<file path="config.mk">
export PLATFORM = sky130hd
export DESIGN_NAME = demux_1to4_stream
export DESIGN_NICKNAME = d
export VERILOG_FILES = /design/src/rtl/demux_1to4_stream.sv
export SDC_FILE = /design/constraint.sdc
export NUM_CORES = 1
export LEC_CHECK = 0
export CAP_MARGIN = 0
export CORE_ASPECT_RATIO = 0.75
export CORE_UTILIZATION = 50
export CTS_BUF_LIST = sky130_fd_sc_hd__clkbuf_2
export DETAILED_ROUTE_END_ITERATION = 16
export PLACE_DENSITY_LB_ADDON = 0.15
export SLEW_MARGIN = 30
export SYNTH_ARGS = -nofsm -noshare
export SYNTH_HDL_FRONTEND = slang
export SYNTH_SLANG_ARGS = --single-unit
</file>
<file path="constraint.sdc">
create_clock -name clk -period 2.5 [get_ports clk]
set_input_delay 0.5 -clock clk [delete_from_list [all_inputs] [get_ports clk]]
set_output_delay 0.5 -clock clk [all_outputs]
set_load 0.02 [all_outputs]
</file>
<file path="src/rtl/demux_1to4_stream.sv">
// demux_1to4_stream: registered 1-to-4 stream demultiplexer.
// Each accepted input word is steered by sel into one of four 2-entry FIFOs.
// Every FIFO drains independently, so a stalled consumer only backs up its own
// channel. in_ready looks only at registered occupancy and sel, which means
// there is no combinational path from out_ready to in_ready.
module demux_1to4_stream #(
  parameter int BUS_WIDTH = 4
) (
  input  logic                 clk,
  input  logic                 rst_n,
  input  logic [BUS_WIDTH-1:0] in_data,
  input  logic                 in_valid,
  output logic                 in_ready,
  input  logic [1:0]           sel,
  output logic [BUS_WIDTH-1:0] out_data_a,
  output logic [BUS_WIDTH-1:0] out_data_b,
  output logic [BUS_WIDTH-1:0] out_data_c,
  output logic [BUS_WIDTH-1:0] out_data_d,
  output logic [3:0]           out_valid,
  input  logic [3:0]           out_ready
);

  logic [BUS_WIDTH-1:0] mem_q [4][2];
  logic [BUS_WIDTH-1:0] mem_d [4][2];
  logic [3:0]           rd_ptr_q, rd_ptr_d;
  logic [3:0]           wr_ptr_q, wr_ptr_d;
  logic [1:0]           occ_q [4];
  logic [1:0]           occ_d [4];

  logic [3:0]           push;
  logic [3:0]           pop;
  logic [BUS_WIDTH-1:0] head [4];

  // Input handshake: the selected channel accepts unless it is full.
  always_comb begin
    in_ready = (occ_q[sel] != 2'd2);
  end

  // Per-channel push/pop strobes and head-of-queue outputs.
  always_comb begin
    push      = '0;
    pop       = '0;
    out_valid = '0;
    for (int unsigned i = 0; i < 4; i++) begin
      out_valid[i] = (occ_q[i] != 2'd0);
      push[i]      = in_valid && in_ready && (sel == i[1:0]);
      pop[i]       = out_valid[i] && out_ready[i];
      head[i]      = out_valid[i] ? mem_q[i][rd_ptr_q[i]] : '0;
    end
  end

  assign out_data_a = head[0];
  assign out_data_b = head[1];
  assign out_data_c = head[2];
  assign out_data_d = head[3];

  // Next-state for storage, pointers and occupancy of every channel.
  always_comb begin
    mem_d    = mem_q;
    rd_ptr_d = rd_ptr_q ^ pop;
    wr_ptr_d = wr_ptr_q ^ push;
    for (int unsigned i = 0; i < 4; i++) begin
      occ_d[i] = occ_q[i];
      if (push[i]) begin
        mem_d[i][wr_ptr_q[i]] = in_data;
      end
      if (push[i] && !pop[i]) begin
        occ_d[i] = occ_q[i] + 2'd1;
      end else if (pop[i] && !push[i]) begin
        occ_d[i] = occ_q[i] - 2'd1;
      end
    end
  end

  // State registers; asynchronous reset empties every channel at once.
  always_ff @(posedge clk or negedge rst_n) begin
    if (!rst_n) begin
      rd_ptr_q <= '0;
      wr_ptr_q <= '0;
      for (int unsigned i = 0; i < 4; i++) begin
        occ_q[i]    <= '0;
        mem_q[i][0] <= '0;
        mem_q[i][1] <= '0;
      end
    end else begin
      rd_ptr_q <= rd_ptr_d;
      wr_ptr_q <= wr_ptr_d;
      for (int unsigned i = 0; i < 4; i++) begin
        occ_q[i]    <= occ_d[i];
        mem_q[i][0] <= mem_d[i][0];
        mem_q[i][1] <= mem_d[i][1];
      end
    end
  end

endmodule

</file>
==> impl_metrics.yaml <==
run_status:
  outcome: "completed"
finish:
  area_growth_pct: 20.3
  layout.cells.non_filler: 273
  final_common_cell: "dfrtp_1"
  nets: 242
  fin_area_um2: 2730
  final_util_pct: 65.0
  drive_gt1_share_pct: 20.6
  diodes: 0
  final_cell_mix: "dfrtp_1, mux2_2, clkdlybuf4s50_1"
sta:
  setup_tns_ps: 0
  setup-violations-final: 0
  fin_crit_sh_pct: 95.4
  final.setup_skew_ps: 11.3
  relSlewSlack_pct: 60.3
  min_period_ps: 2380
  rsz0062_at_grt: "no"
  fmax_mhz: 419
  final-max-slew-violation-count: 0
  hold_viol: 0
  max_slew.worst_pin.slew_ps: 596
yosys:
  synth_fp_nets: 203
  synthAdderAreaFrac_pct: 6.60
  synth_xor_area_share_pct: 6.16
  synth_edf_count: 0
  syn-instance-count: 178
  synth_top_family_by_area: "multiplexers"
  yosysWarnings: 0
  synth_ff_type: "dfrtp_1"
  yosysSeqAreaShare_pct: 52.8
  synth-compound-area-share_pct: 0.881
  syn_avg_cell_area_um2: 12.8
  synth-simple-area-share_pct: 6.77
  synth-seq-cells: 48
  ys_types: 17
  synthArstFlopShare_pct: 100
  synth_area_um2: 2270
  muxShareOfSynthArea_pct: 23.9
detailed_routing:
  avgViaCountPerCell: 5.12
  finalWirelength_mm: 4.23
  firstDrtPassIters: 4
  routed-via-count: 1399
  ant_nets: 0
  drc: 0
  wl_per_cell_um: 15.5
  drt_iter0_drc: 49
clocking:
  tritoncts: "done"
  clk_pin_slew_ps: 220
  cts_buffers: 5
  post-cts-setup-buffers: 0
  clock-root-buffer: "clkbuf_2"
  cts_hold_buffers: 0
  htree_levels: 2
  clock-sinks: 48
  clock_latency_ps: 400
  clockBufferDepth: 2
power_and_ir_drop:
  seq_power_share_pct: 40.3
  power_frac_clock_pct: 10.7
  switching_power_mw: 1.41
  p_int_mw: 2.31
  sw_frac_of_total_pct: 37.9
  power_frac_comb_pct: 48.9
  p_per_area_nw_per_um2: 1360
  peakVddDrop_v: 0.000830
  leakage_nw: 1.28
job:
  cap_viol_max_count: 0
grt:
  grt_pass1_vias: 1475
  grt_max_degree: 49
  antenna_found_initial: 0
  grt_pass1_wl_mm: 6.89
  track_usage_pct: 20.0
  grt_overflow: 0
placed_design:
  placed_area_um2: 2670
  post-dp-hpwl_mm: 3.12
  dpl.cell_count: 265
  io_buffers: 33
  place.gp.congestion: 0.731
critical_path:
  crit_arrival_ps: 1880
  endpoint_kind: "primary output"
  critPathKind: "flop to primary output"
  worstPathRequired_ps: 2000
  startpoint_type: "flop"
  critical_path.max_fanout: 5
die:
  ios: 34
  die_area_um2: 4820
  die_w_um: 79.9
  core_area_um2: 4200
  die_h_um: 60.4
  rows: 20
  initial_core_util_pct: 54.1
hold_path:
  hold_class: "primary input to asynchronous set/reset pin"
-- state kept, by name, indices dropped and copies added (netlist names) --
name / cells
rd_ptr_q: 4
occ_q: 8
mem_q: 32
wr_ptr_q: 4
-- cells by family (layout without fill, tap and decap cells) --
family / count (synthesis) / after routing
multiplexers: 49 / 49
AO/OA/AOI/OAI: 4 / 4
buffers and inverters: 16 / 56
adder cells (fa/ha/maj): 12 / 12
flip-flops: 48 / 48
AND/OR/NAND/NOR: 33 / 33
XOR/XNOR: 16 / 16
-- area by class of cell --
type | count | area (µm²)
Fill cell | 320 | 1470
Sequential cell | 48 | 1200
Multi-Input combinational cell | 114 | 1010
Timing Repair Buffer | 36 | 347
Tap cell | 55 | 68.8
Inverter | 12 | 45.0
Clock inverter | 3 | 37.5
Clock buffer | 5 | 25.0
-- metal layers --
layer | up-vias | GRT usage [%] | share of wire, %
li1 | 675 | - | -
met1 | 687 | 25.6 | 48
met2 | 31 | 33.7 | 48
met3 | 6 | 4.66 | 3.2
met4 | 0 | 7.91 | 1.3
met5 | - | 0 | 0
-- cell usage after synthesis (2+ instances only) --
| library cell | count | area share [%] |
|---|---|---|
| xor2_1 | 8 | 3.1 |
| ha_1 | 12 | 6.6 |
| nand2b_1 | 4 | 1.1 |
| dfrtp_1 | 48 | 53 |
| o21ai_1 | 2 | 0.44 |
| xnor2_1 | 8 | 3.1 |
| o21ai_0 | 2 | 0.44 |
| mux2_2 | 32 | 16 |
| nor2_1 | 25 | 4.1 |
| buf_2 | 4 | 0.88 |
| mux2i_1 | 16 | 7.0 |
| inv_1 | 12 | 2.0 |
-- worst max-delay path, cell delays in order, from the launching register on --
cell,delay (ps)
dfrtp_1,490
nand2b_1,210
mux4_2,460
dlygate4sd2_1,330
-- worst paths after layout --
check,slack (ps),to,start,cells past startpoint
max in group asynchronous,1950,mem_q[13],rst_n,2
worst max-delay path,120,in_ready,occ_q[2],3
worst min register to register,540,mem_q[12],mem_q[12],1
worst max register to register,750,mem_q[29],occ_q[6],5
worst min-delay path,150,rd_ptr_q[0],rst_n,2
min in group clk,540,mem_q[12],mem_q[12],1
-- power groups by stage --
stage,registers (mW),logic (mW),clock network (mW)
detailed placement,1.52,1.84,0
CTS,1.50,1.84,0.407
finish,1.50,1.82,0.399
global route,1.56,1.97,0.445
global placement,1.48,1.77,0
floorplan,1.37,1.25,0
-- per-stage QoR --
stage / worst slack, ps / power [mW] / hold slack [ps]
global route: 22.7 / 3.97 / 145
global placement: -41.7 / 3.24 / 489
detailed placement: -61.4 / 3.35 / 496
finish: 116 / 3.71 / 150
CTS: 88.0 / 3.74 / 151
floorplan: 815 / 2.61 / 204
-- repair_timing --
action | CTS | global route
resized for setup | 1 | 1
endpoints found under the setup margin | 1 | 3
hold endpoints to repair | 0 | 0
cloned | 0 | 0
(Power assumes the default switching activity.)
